## src/rtl/canny_tile_feeder.sv

```systemverilog
// canny_tile_feeder: streams 20x20 pixel tiles from tile memory into the CHIP
// edge core at five pixels per beat, and packs the returned serial edge bits
// into 18-bit row words. It runs a sequence of tiles and pulses chip_reset
// before each one.
module canny_tile_feeder #(
  parameter int PIX_W    = 4,
  parameter int LANES    = 5,
  parameter int BEATS    = 80,
  parameter int OUT_W    = 18,
  parameter int OUT_ROWS = 18,
  parameter int ADDR_W   = 16,
  parameter int TILE_W   = 8
) (
  input  logic                   clk,
  input  logic                   reset,
  input  logic                   start,
  input  logic [TILE_W-1:0]      tile_count,
  output logic                   busy,
  output logic                   done,
  output logic                   ovf_err,
  output logic                   mem_rd_en,
  output logic [ADDR_W-1:0]      mem_addr,
  input  logic [LANES*PIX_W-1:0] mem_rdata,
  output logic                   chip_reset,
  output logic [PIX_W-1:0]       pixel_in0,
  output logic [PIX_W-1:0]       pixel_in1,
  output logic [PIX_W-1:0]       pixel_in2,
  output logic [PIX_W-1:0]       pixel_in3,
  output logic [PIX_W-1:0]       pixel_in4,
  output logic                   load_end,
  input  logic                   edge_out,
  input  logic                   readable,
  output logic                   row_valid,
  output logic [OUT_W-1:0]       row_data,
  output logic [4:0]             row_idx,
  output logic [TILE_W-1:0]      tile_idx
);

  localparam int BEAT_W = $clog2(BEATS);
  localparam int COL_W  = $clog2(OUT_W);

  typedef enum logic [2:0] {S_IDLE, S_CRST, S_FEED, S_WAIT, S_DONE} state_t;

  state_t                   state_q, state_d;
  logic [TILE_W-1:0]        cnt_q, cnt_d;
  logic [TILE_W-1:0]        tile_idx_q, tile_idx_d;
  logic [BEAT_W-1:0]        beat_q, beat_d;
  logic                     mem_rd_en_q, mem_rd_en_d;
  logic [ADDR_W-1:0]        mem_addr_q, mem_addr_d;
  logic [LANES*PIX_W-1:0]   pix_q, pix_d;
  logic                     load_end_q, load_end_d;
  logic                     chip_reset_q, chip_reset_d;
  logic                     busy_q, busy_d;
  logic                     done_q, done_d;
  logic                     ovf_q, ovf_d;
  logic [COL_W-1:0]         col_q, col_d;
  logic [4:0]               row_cnt_q, row_cnt_d;
  logic [OUT_W-1:0]         shreg_q, shreg_d;
  logic                     row_valid_q, row_valid_d;
  logic [OUT_W-1:0]         row_data_q, row_data_d;
  logic [4:0]               row_idx_q, row_idx_d;
  logic                     tile_full;
  logic [TILE_W:0]          tile_next;

  assign tile_full = (row_cnt_q == 5'(OUT_ROWS));
  assign tile_next = {1'b0, tile_idx_q} + (TILE_W+1)'(1);

  // Next-state logic: edge-bit collection first, then the sequencing FSM
  always_comb begin
    state_d      = state_q;
    cnt_d        = cnt_q;
    tile_idx_d   = tile_idx_q;
    beat_d       = beat_q;
    mem_rd_en_d  = 1'b0;
    mem_addr_d   = mem_addr_q;
    pix_d        = pix_q;
    load_end_d   = load_end_q;
    chip_reset_d = 1'b0;
    busy_d       = busy_q;
    done_d       = 1'b0;
    ovf_d        = ovf_q;
    col_d        = col_q;
    row_cnt_d    = row_cnt_q;
    shreg_d      = shreg_q;
    row_valid_d  = 1'b0;
    row_data_d   = row_data_q;
    row_idx_d    = row_idx_q;

    if (readable) begin
      if ((state_q == S_FEED || state_q == S_WAIT) && !tile_full) begin
        shreg_d[col_q] = edge_out;
        if (col_q == COL_W'(OUT_W-1)) begin
          row_valid_d = 1'b1;
          row_data_d  = shreg_d;
          row_idx_d   = row_cnt_q;
          col_d       = '0;
          row_cnt_d   = row_cnt_q + 5'd1;
          if (row_cnt_q == 5'(OUT_ROWS-1)) begin
            load_end_d = 1'b0;
          end
        end else begin
          col_d = col_q + COL_W'(1);
        end
      end else begin
        ovf_d = 1'b1;
      end
    end

    case (state_q)
      S_IDLE: begin
        if (start) begin
          ovf_d = 1'b0;
          if (tile_count != '0) begin
            state_d      = S_CRST;
            cnt_d        = tile_count;
            tile_idx_d   = '0;
            busy_d       = 1'b1;
            chip_reset_d = 1'b1;
            mem_rd_en_d  = 1'b1;
            mem_addr_d   = '0;
            beat_d       = '0;
            col_d        = '0;
            row_cnt_d    = '0;
            load_end_d   = 1'b0;
          end else begin
            done_d = 1'b1;
          end
        end
      end
      S_CRST: begin
        state_d     = S_FEED;
        mem_rd_en_d = 1'b1;
        mem_addr_d  = mem_addr_q + ADDR_W'(1);
        beat_d      = '0;
      end
      S_FEED: begin
        // Read data trails mem_rd_en by one cycle, so the final beat is captured
        // one cycle after the last read was issued.
        pix_d = mem_rdata;
        if (beat_q == BEAT_W'(BEATS-1)) begin
          load_end_d = 1'b1;
          state_d    = S_WAIT;
        end else begin
          beat_d = beat_q + BEAT_W'(1);
        end
        if (beat_q < BEAT_W'(BEATS-2)) begin
          mem_rd_en_d = 1'b1;
          mem_addr_d  = mem_addr_q + ADDR_W'(1);
        end
      end
      S_WAIT: begin
        // Advance one cycle after the last bit so the final row pulse still
        // carries this tile's index; tiles are contiguous, so the next base
        // address is simply the last address plus one.
        if (tile_full) begin
          load_end_d = 1'b0;
          tile_idx_d = tile_next[TILE_W-1:0];
          if (tile_next < {1'b0, cnt_q}) begin
            state_d      = S_CRST;
            chip_reset_d = 1'b1;
            mem_rd_en_d  = 1'b1;
            mem_addr_d   = mem_addr_q + ADDR_W'(1);
            col_d        = '0;
            row_cnt_d    = '0;
          end else begin
            state_d = S_DONE;
            done_d  = 1'b1;
            busy_d  = 1'b0;
          end
        end
      end
      S_DONE: begin
        state_d = S_IDLE;
      end
      default: begin
        state_d = S_IDLE;
      end
    endcase
  end

  // State and registered outputs, synchronous active-high reset
  always_ff @(posedge clk) begin
    if (reset) begin
      state_q      <= S_IDLE;
      cnt_q        <= '0;
      tile_idx_q   <= '0;
      beat_q       <= '0;
      mem_rd_en_q  <= 1'b0;
      mem_addr_q   <= '0;
      pix_q        <= '0;
      load_end_q   <= 1'b0;
      chip_reset_q <= 1'b0;
      busy_q       <= 1'b0;
      done_q       <= 1'b0;
      ovf_q        <= 1'b0;
      col_q        <= '0;
      row_cnt_q    <= '0;
      shreg_q      <= '0;
      row_valid_q  <= 1'b0;
      row_data_q   <= '0;
      row_idx_q    <= '0;
    end else begin
      state_q      <= state_d;
      cnt_q        <= cnt_d;
      tile_idx_q   <= tile_idx_d;
      beat_q       <= beat_d;
      mem_rd_en_q  <= mem_rd_en_d;
      mem_addr_q   <= mem_addr_d;
      pix_q        <= pix_d;
      load_end_q   <= load_end_d;
      chip_reset_q <= chip_reset_d;
      busy_q       <= busy_d;
      done_q       <= done_d;
      ovf_q        <= ovf_d;
      col_q        <= col_d;
      row_cnt_q    <= row_cnt_d;
      shreg_q      <= shreg_d;
      row_valid_q  <= row_valid_d;
      row_data_q   <= row_data_d;
      row_idx_q    <= row_idx_d;
    end
  end

  assign busy       = busy_q;
  assign done       = done_q;
  assign ovf_err    = ovf_q;
  assign mem_rd_en  = mem_rd_en_q;
  assign mem_addr   = mem_addr_q;
  assign chip_reset = chip_reset_q;
  assign load_end   = load_end_q;
  assign row_valid  = row_valid_q;
  assign row_data   = row_data_q;
  assign row_idx    = row_idx_q;
  assign tile_idx   = tile_idx_q;
  assign pixel_in0  = pix_q[0*PIX_W +: PIX_W];
  assign pixel_in1  = pix_q[1*PIX_W +: PIX_W];
  assign pixel_in2  = pix_q[2*PIX_W +: PIX_W];
  assign pixel_in3  = pix_q[3*PIX_W +: PIX_W];
  assign pixel_in4  = pix_q[4*PIX_W +: PIX_W];

endmodule

```

## config.mk

```make
export PLATFORM = sky130hd
export DESIGN_NAME = canny_tile_feeder
export DESIGN_NICKNAME = d
export VERILOG_FILES = /design/src/rtl/canny_tile_feeder.sv
export SDC_FILE = /design/constraint.sdc
export NUM_CORES = 1
export LEC_CHECK = 0
export ABC_CLOCK_PERIOD_IN_PS = 3000
export CAP_MARGIN = 20
export CORE_MARGIN = 2
export CORE_UTILIZATION = 47
export CTS_CLUSTER_DIAMETER = 60
export DETAILED_ROUTE_END_ITERATION = 10
export PLACE_DENSITY_LB_ADDON = 0.05
export SKIP_CTS_REPAIR_TIMING = 1
export SYNTH_ARGS = -nofsm -noshare
export SYNTH_HDL_FRONTEND = slang
export SYNTH_SLANG_ARGS = --single-unit
```

## constraint.sdc

```tcl
create_clock -name clk -period 3 [get_ports clk]
set_input_delay 0.3 -clock clk [delete_from_list [all_inputs] [get_ports clk]]
set_output_delay 0.3 -clock clk [all_outputs]
set_load 0.1 [all_outputs]
```

# Word level (Yosys, flattened, before mapping)
# Cells that the tools add are included.
[totals] wordCells=132 register_bits=120
[classes] order_cmp=4 n_eq_ne=15 add_sub_neg=5 muxes=70 bitwise_logic=2 n_reduce_logical=18
[ops] op="two-way mux 16 bit" n=5
[ops] op="two-way mux 5 bit" n=14
[ops] op="one-hot mux 16 bit (4 select lines)" n=1
[ops] op="two-way mux 1 bit" n=27
[ops] op="two-way mux 8 bit" n=3
[ops] op="two-way mux 7 bit" n=3
[ops] op="one-hot mux 7 bit (3 select lines)" n=1
[ops] op="one-hot mux 5 bit (2 select lines)" n=2
[ops] op="bitwise mux 18 bit" n=1
[ops] op="adder 16 x 1 -> 16 bit (second input constant)" n=1
[ops] op="one-hot mux 8 bit (2 select lines)" n=1
[ops] op="equality test 5 bit (second input constant)" n=3
[ops] op="two-way mux 3 bit" n=5
[ops] op="one-hot mux 3 bit (4 select lines)" n=1
[ops] op="AND reduction 4 bit" n=3
[ops] op="adder 5 x 1 -> 5 bit (second input constant)" n=2
[ops] op="!= test 2 bit (second input constant)" n=5
[ops] op="adder 8 x 1 -> 9 bit (second input constant)" n=1
[ops] op="less-than comparator 9 x 8 -> 1 bit" n=1
[ops] op="nonzero test 8 bit" n=1
[ops] op="adder 7 x 1 -> 7 bit (second input constant)" n=1
[ops] op="equality test 7 bit (second input constant)" n=1
[ops] op="less-than comparator 7 bit (second input constant)" n=1
[ops] op="equality test 3 x 2 -> 1 bit (second input constant)" n=2
[ops] op="21 further kinds" n=28

# Logic depth before layout (Yosys ltp)
# Gate-level depths: netlist of run 1.
[logic_depth] word_depth=8 ltp_mapped=13

# Worst setup path after synthesis of run 1
# No wires, ideal clock.
[synth_timing] kind="flip-flop to flip-flop" start="register tile_idx_q[0], in the netlist tile_idx[0]" end="register mem_addr_q[13], in the netlist mem_addr[13]" stages_incl_launch_ff=13 setup_slack_ns=-0.703 arrival_ns=3.623 synth_period_minus_slack_ns=3.703 n_path_buf=1 cell_sequence="dfxtp_1 > ha_1 > nand3_1 > nor2_2 > xor2_1 > ha_1 > a21o_1 > a221o_1 > a31oi_2 > a21oi_2 > buf_6 > or3_4 > a211oi_2"
[synth_via] elab_chain_cells=4
[synth_lines] element="from (decl)" line_no="46" text="logic [TILE_W-1:0] tile_idx_q, tile_idx_d;"
[synth_lines] element="from (signal assigned)" line_no="205" text="tile_idx_q <= tile_idx_d;"
[synth_lines] element="adder 8 x 1 -> 9 bit" line_no="66" text="assign tile_next = {1'b0, tile_idx_q} + (TILE_W+1)'(1);"
[synth_lines] element="less-than comparator 9 x 8 -> 1 bit" line_no="158" text="if (tile_next < {1'b0, cnt_q}) begin"
[synth_lines] element="!= test 2 x 1 -> 1 bit (no source line)"
[synth_lines] element="AND reduction 6 bit (no source line)"
[synth_lines] element="to (signal assigned)" line_no="208" text="mem_addr_q <= mem_addr_d;"
[synth_lines] element="to (decl)" line_no="49" text="logic [ADDR_W-1:0] mem_addr_q, mem_addr_d;"
# Every way passes these cells.
# A chain may end at the register's enable or synchronous reset.

# Final worst setup path of run 1
[layout_timing] start="register tile_idx_q[0], in the netlist tile_idx[0]" end="register mem_addr_q[11], in the netlist mem_addr[11]"
# Same word-level chain as after synthesis.

==> metrics.txt, run 1 <==
outcome=finished clean; CP Cell Sequence=ha_4 -> nand3_1 -> nor2_2 -> xor2_1 -> ha_1 -> and3_1 -> a221o_1 -> a31oi_2 -> a21oi_2 -> nand2b_2 -> buf_12 -> o21ai_0; per-cell routed wire length=14.1 um; H-Tree Depth=4; met3 wire length=650 um; share of the synthesized area in the top cell type=43.7%; first-pass GRT wire length=21,400 um; VDD IR max=0.405 mV; CTS sink cnt=119; commonest non-fill, non-tap cell in the layout=dfxtp_1; drt pass-1 iters=4; DRC viols=0; vias in the first global route=4,529; clock period minus worst slack=2.84 ns; RSZ-0062 raised after global routing=false; routed wire length=12,600 um; share of cells above drive strength 1=17.7%; Buf/Inv on CP=1; Buffers on Ports=106; Seq. cell area=2400 um^2; TritonCTS Buffers=17; Post-synth EDFFs=0; Die ar.=12,500 um^2; initial antenna violation count=0; Setup TNS=0 ns; Yosys warnings=0; synthesized cell area=5450 um^2; PwrDens=601 nW/um^2; largest net degree at the start of global routing=84; Static Leak=0.00273 uW; Syn Nets=696; sequential share of the synthesized area=43.7%; clock root cell=clkbuf_16; CTS Buffer Depth=2; initial core utilization=47.9%; CP max-delay cell=dfxtp_4; fin crit share=94.7%; final net count=793; Setup violations, final=0; R2R Setup Slk=0.16 ns; Synth area leader=dfxtp_1; routed vias=4,795; final setup margin=0.159 ns; synth top area cells=dfxtp_1 44%, nand2_1 7.0%, a211oi_1 5.1%, a21oi_1 5.0%, nor2_1 4.8%; residual antenna-violating net count after detailed routing=0; # fillers=998; Metal-1 WL=5930 um; I/O Pins=107; Mapped Cells=646; synthesized flop and latch total=119; multi-input logic area=2840 um^2; startpoint types=flop; Global Route Usage Sum=20.9%; dpl hpwl=8650 um; worst hold path type=input port to flop; max incr delay on CP=0.38 ns; Critical Path Fanout Max=11; Max Cap Violations=0; cell family with most CP delay=simple AND/OR/NAND/NOR gates; required time of the critical path=3.33 ns; Worst-Margin Slew=0.984 ns; commonest cells after routing, fill and taps aside=112 x dfxtp_1, 102 x nand2_1, 70 x nor2_1, 70 x buf_4, 54 x a21oi_1; max layer used=met4; CTS tree=built; worst slack, placed=0.100 ns; clock-pin slew on the worst setup and hold paths=0.05 ns; Yosys cell types=65; WL met2=5790 um; die width=112 um; row count=39; ANT cells=0; Syn Area/Cell=8.44 um^2; Max Fclk=352 MHz; Crit path arrival time=3.17 ns; design area=7140 um^2; Pins Over Slew Limit=0; P&R area growth vs syn=31.0%; Routability Congestion=0.885; DR vias/cell=5.34; Final Hold Vio Count=0; CP endpoint kind=flop; Hold WS=0.428 ns; WS Path Type=flop to flop; placed standard-cell area=6540 um^2; Worst Clk Skew=0.00816 ns; Die H=112 um; GRT overflow=0; Most used DFF post-synth=dfxtp_1; asr flop ratio synth=0%; worst skew pair latency=0.41 ns; Placeable Area=11,400 um^2; DR iter-0 viols=327; slew margin rel.=34.2%
## logic make-up after synthesis
kind of cell    synth area share, %
buf+inv                        5.16
simple gates                   22.3
xor+xnor                       3.05
mux                            3.51
compound gates                 18.4
fa+ha+maj                      3.90
flops                          43.7
## metrics by stage
step	power (uW)	util, %	cells
finish	4290	62.8	898
floorplan	2140	-	646
global placement	2300	57.5	867
CTS	4320	62.7	898
global route	4460	62.8	898
detailed placement	2310	57.5	867
## cell usage after synthesis (2+ instances only)
| master | number |
|---|---|
| nor2_1 | 70 |
| a21oi_1 | 54 |
| and3_1 | 8 |
| clkbuf_1 | 28 |
| mux2i_1 | 18 |
| xor2_1 | 16 |
| nand3_1 | 13 |
| xnor2_1 | 3 |
| nor2b_1 | 8 |
| a311oi_1 | 5 |
| nand2_1 | 102 |
| a22oi_1 | 3 |
| and2_1 | 2 |
| nand3b_1 | 2 |
| nor3_1 | 10 |
| a21o_1 | 3 |
| o32ai_1 | 7 |
| dfxtp_1 | 119 |
| nand4_1 | 8 |
| a21oi_2 | 2 |
| buf_6 | 2 |
| or3_1 | 10 |
| inv_1 | 23 |
| buf_4 | 2 |
| and4_1 | 3 |
| ha_1 | 17 |
| nor3b_1 | 3 |
| buf_2 | 9 |
| nand2b_1 | 5 |
| buf_1 | 2 |
| or4_4 | 2 |
| a211oi_1 | 37 |
| or4_1 | 3 |
| o21ai_0 | 16 |
## area by class of cell
type / instances / area share [%]
Clock buffer: 23 / 6.99
Clock inverter: 8 / 1.31
Inverter: 23 / 1.21
Multi-Input combinational cell: 461 / 39.7
Sequential cell: 119 / 33.6
Tap cell: 143 / 2.51
Timing Repair Buffer: 121 / 14.6
## report_power, final
| part | total [uW] | switching [uW] | internal, uW |
|---|---|---|---|
| Combinational | 607 | 409 | 198 |
| Sequential | 1670 | 39.8 | 1630 |
| Clock | 2010 | 688 | 1330 |
## tightest hold or removal path, cell delays in order
cell             delay, ns
clkdlybuf4s50_1       0.39
nand2_1               0.05
a21oi_1               0.05
## worst paths after layout
kind	from	end	cells past startpoint
setup / recovery	tile_idx[0]$_SDFFE_PP0P_	mem_addr[11]$_SDFFE_PP0P_	12
hold / removal	mem_rdata[0]	pix_q[0]$_SDFFE_PP0P_	3
setup reg to reg	tile_idx[0]$_SDFFE_PP0P_	mem_addr[11]$_SDFFE_PP0P_	12
hold reg to reg	cnt_q[1]$_SDFFE_PP0P_	cnt_q[1]$_SDFFE_PP0P_	2
## registers in the layout, indices dropped and copies added, names as in the netlist, 7 cells and up
name and flops:
beat_q 7, tile_idx 8, mem_addr 16, pix_q 20, cnt_q 8, row_data 18, shreg_q 17
## routing by layer
metal | GRT usage (%) | vias to the layer above
met2 | 32.4 | 105
met1 | 27.3 | 2214
met4 | 7.98 | 0
li1 | - | 2454
met3 | 6.86 | 22
met5 | 0 | -
(Power assumes the default switching activity.)
==> run 2, diff against run 1 <==
--- a/config.mk
+++ b/config.mk
@@ -5,12 +5,12 @@
 export SDC_FILE = /design/constraint.sdc
 export NUM_CORES = 1
 export LEC_CHECK = 0
-export ABC_CLOCK_PERIOD_IN_PS = 3000
 export CAP_MARGIN = 20
 export CORE_MARGIN = 2
 export CORE_UTILIZATION = 47
 export CTS_CLUSTER_DIAMETER = 60
 export DETAILED_ROUTE_END_ITERATION = 10
+export HOLD_SLACK_MARGIN = 0.02
 export PLACE_DENSITY_LB_ADDON = 0.05
 export SKIP_CTS_REPAIR_TIMING = 1
 export SYNTH_ARGS = -nofsm -noshare
==> results of run 2 <==
No change in the layout: final DEF, timing and power equal those of run 1.
==> run 3, diff against run 2 <==
--- a/config.mk
+++ b/config.mk
@@ -11,7 +11,7 @@
 export CTS_CLUSTER_DIAMETER = 60
 export DETAILED_ROUTE_END_ITERATION = 10
 export HOLD_SLACK_MARGIN = 0.02
-export PLACE_DENSITY_LB_ADDON = 0.05
+export PLACE_DENSITY = 0.77
 export SKIP_CTS_REPAIR_TIMING = 1
 export SYNTH_ARGS = -nofsm -noshare
 export SYNTH_HDL_FRONTEND = slang
==> run 3 against run 2 <==
First-iteration DRC count shrank 5.8%. Clock power grew 2%. Final area grew 0.56%. Sequential power is essentially flat. Largest cell class unchanged. Via count grew 0.94%. Highest routed layer unchanged. Total power grew 0.89%. Final cell count is the same. Combinational power is essentially flat. Sequential cell count is the same. Worst hold slack lost 0.13 ns. Critical endpoint is now mem_addr[13]$_SDFFE_PP0P_.
==> metrics.txt, run 3 (synthesis results as in run 1) <==
Max Fclk=355 MHz; GRT overflow=0; routed vias=4,840; vias in the first global route=4,752; per-cell routed wire length=14.2 um; residual antenna-violating net count after detailed routing=0; clock period minus worst slack=2.82 ns; CTS Buffer Depth=2; commonest non-fill, non-tap cell in the layout=dfxtp_1; Reg with most FFs=pix_q; Die H=112 um; CTS sink cnt=119; Critical Path Fanout Max=9; CTS tree=built; Placeable Area=11,400 um^2; Seq. cell area=2400 um^2; Static Leak=0.00273 uW; Worst-Margin Slew=0.985 ns; max reg flops=20; worst skew pair latency=0.41 ns; Die ar.=12,500 um^2; Max Cap Violations=0; Global Route Usage Sum=20.9%; H-Tree Depth=4; startpoint types=flop; initial core utilization=47.9%; required time of the critical path=3.28 ns; VDD IR max=0.418 mV; routed wire length=12,800 um; share of cells above drive strength 1=17.4%; DR iter-0 viols=308; final net count=792; CP endpoint kind=flop; Worst Clk Skew=0.00506 ns; drt pass-1 iters=6; WS Path Type=flop to flop; RSZ-0062 raised after global routing=false; Crit path arrival time=3.10 ns; multi-input logic area=2850 um^2; worst hold path type=input port to flop; clock root cell=clkbuf_16; initial antenna violation count=0; P&R area growth vs syn=31.7%; row count=39; Routability Congestion=0.850; outcome=finished clean; die width=112 um; DR vias/cell=5.39; final setup margin=0.180 ns; PwrDens=603 nW/um^2; Buffers on Ports=106; commonest cells after routing, fill and taps aside=112 x dfxtp_1, 102 x nand2_1, 70 x nor2_1; dpl hpwl=8990 um; Cells after DPL=865; # fillers=972; Final Hold Vio Count=0; I/O Pins=107; final core utilization=63.2%; clock-pin slew on the worst setup and hold paths=0.05 ns; worst slack, placed=0.0431 ns; Pins Over Slew Limit=0; first-pass GRT wire length=21,600 um; DRC viols=0; TritonCTS Buffers=17; largest net degree at the start of global routing=119; slew margin rel.=34.1%; Non-Filler Instances=898; fin crit share=94.0%; ANT cells=0; placed standard-cell area=6520 um^2; design area=7180 um^2; Setup violations, final=0
run 3: cell type report:
type / instances / share of cell area (%)
tap: 143 / 2.49
clock inverter: 7 / 1.20
multi-input combinational: 461 / 39.7
timing repair buffer: 120 / 14.7
clock buffer: 25 / 7.34
inverter: 23 / 1.20
sequential: 119 / 33.4
run 3: through the flow:
stage	TNS (ns)	hold WS, ns	power [uW]
finish	0	0.298	4330
CTS	0	0.423	4360
detailed placement	0	0.449	2300
global route	0	0.309	4500
global placement	0	0.443	2280
floorplan	-0.0379	0.432	2140
run 3: worst paths after layout:
check	from	endpoint	slack, ns	depth (start not counted)
setup / recovery	tile_idx[0]$_SDFFE_PP0P_	mem_addr[13]$_SDFFE_PP0P_	0.18	12
hold / removal	reset	tile_idx[1]$_SDFFE_PP0P_	0.30	2
setup reg to reg	tile_idx[0]$_SDFFE_PP0P_	mem_addr[13]$_SDFFE_PP0P_	0.18	12
hold reg to reg	pix_q[15]$_SDFFE_PP0P_	pix_q[15]$_SDFFE_PP0P_	0.45	2
run 3: critical path, cell delays in order, from the launching register on:
cell	delay, ns
dfxtp_4	0.38
and3_4	0.21
and3_4	0.21
and3_4	0.19
xor2_2	0.16
ha_1	0.26
and3_1	0.16
a221o_1	0.32
a31oi_2	0.20
a21oi_2	0.12
buf_4	0.18
a211oi_1	0.22
a211oi_2	0.07
run 3: power by group:
part           total (uW)  switching, uW  internal [uW]
combinational         607            409            198
sequential           1670           39.4           1630
clock                2050            676           1380
run 3: per-layer routing:
layer	vias up	GRT usage [%]	wire, um
li1	2452	-	-
met1	2262	26.2	5670
met2	111	34.3	6380
met5	-	0	0
met3	15	6.04	556
met4	0	7.57	157
==> edit, RTL diff (config.mk and constraints of run 1) <==
The parameter `ADDR_W` goes from 16 to 15.
--- a/src/rtl/canny_tile_feeder.sv
+++ b/src/rtl/canny_tile_feeder.sv
@@ -8,7 +8,7 @@
   parameter int BEATS    = 80,
   parameter int OUT_W    = 18,
   parameter int OUT_ROWS = 18,
-  parameter int ADDR_W   = 16,
+  parameter int ADDR_W   = 15,
   parameter int TILE_W   = 8
 ) (
   input  logic                   clk,
Ports: changed (resized mem_addr); port bits go from 107 to 106. No check against the original RTL was run, so the function may have changed too.
==> edit against run 1 <==
Synthesized area shrank 2.1%. Non-clock buffer count grew 9. Highest routed layer unchanged. Sequential cell count shrank 1. Die area shrank 2.0%. Sequential share of layout area shrank 0.33 points. Design area grew 0.26%. Count of clock-buffer cells in the layout shrank 1. Worst setup slack lost 0.14 ns. Total power shrank 3.4%. Global-route usage grew 0.26 points. Wire length grew 6.7%.
==> edit: results (changes against run 1) <==
| Metric | Value |
|---|---|
| Synth top area cells | dfxtp_1, nand2_1, nor2_1, a21oi_1, a211oi_1 |
| Most common library cells after synthesis | dfxtp_1, nand2_1, nor2_1 |
| Pint | 3.06 mW (-3.0%) |
| Met2 GRT Util | 36.2% (+3.9 points) |
| Fin nets | 800 (+0.88%) |
| Area of the multi-input gates | 2870 µm² (+1.2%) |
| Non-clk invs | 16 (-30%) |
| Flops & latches, synth | 118 (-0.84%) |
| WL met2 | 6600 µm (+14%) |
| Part of the power in registers | 39.5% (+0.6 points) |
| GR Util met1 | 25.1% (-2.2 points) |
| Peak supply drop | 449 µV (+11%) |
| Seq/Total Area, Yosys | 44.3% (+0.57 points) |
| Core Util, Final | 65.5% (+2.7 points) |
| Outcome | finished, final reports clean |
| Slowest cell on crit path | or4_4 |
| Post-Syn Nets | 690 (-0.86%) |
| Post-place setup slack | -0.0501 ns (-0.150 ns) |
| Non-Filler Instances | 901 (+0.33%) |
| Crit-path leading delay family | compound AO/OA/AOI/OAI gates |
| Crit-path max cell delay | 0.41 ns (+0.03 ns) |
| Pleak | 2.78 nW (+2.1%) |
| Area after DPL | 6410 µm² (-2.0%) |
| First-pass GRT wire length | 21600 µm (+0.87%) |
| Per-cell routed wire length | 15.0 µm (+6.3%) |
| Clock buffers | 22 (-4.3%) |
| Share of cells above drive strength 1 | 20.1% (+2.4 points) |
| Unique cell type count in the Yosys netlist | 59 (-9.2%) |
| DP HPWL | 8710 µm (+0.68%) |
| IO Port Bufs | 105 (-0.94%) |
| GRT Overall Usage | 21.2% (+0.26 points) |
| Metal-1 WL | 6110 µm (+3.0%) |
| Placed cell count | 862 (-0.58%) |
| Rel. slew slack | 34.1% (-0.12 points) |
| Iter 0 DRT Violations | 257 (-21%) |
| Register area | 2380 µm² (-0.73%) |
| Met3 wire length | 564 µm (-13%) |
## edit: cell types whose count changed after synthesis, moves of 6 or more
cell	change
nand2_1	+8
or3_1	-6
nor2_1	+8
nor2b_1	-6
inv_1	-7
## edit: path summary, 6_finish.rpt
check        depth (start not counted)  slack (ns)                     start                         to
max                                 12        0.02  tile_idx[0]$_SDFFE_PP0P_  mem_addr[14]$_SDFFE_PP0P_
min                                  2        0.42                     reset   tile_idx[7]$_SDFFE_PP0P_
max reg2reg                         12        0.02  tile_idx[0]$_SDFFE_PP0P_  mem_addr[14]$_SDFFE_PP0P_
min reg2reg                          2        0.45    pix_q[16]$_SDFFE_PP0P_     pix_q[16]$_SDFFE_PP0P_
## edit: kinds of logic after synthesis
group	synth area share (%)
flip-flops	44.3
AO/OA/AOI/OAI	17.5
adder cells (fa/ha/maj)	3.99
XOR/XNOR	2.95
buffers and inverters	4.50
AND/OR/NAND/NOR	23.4
multiplexers	3.38
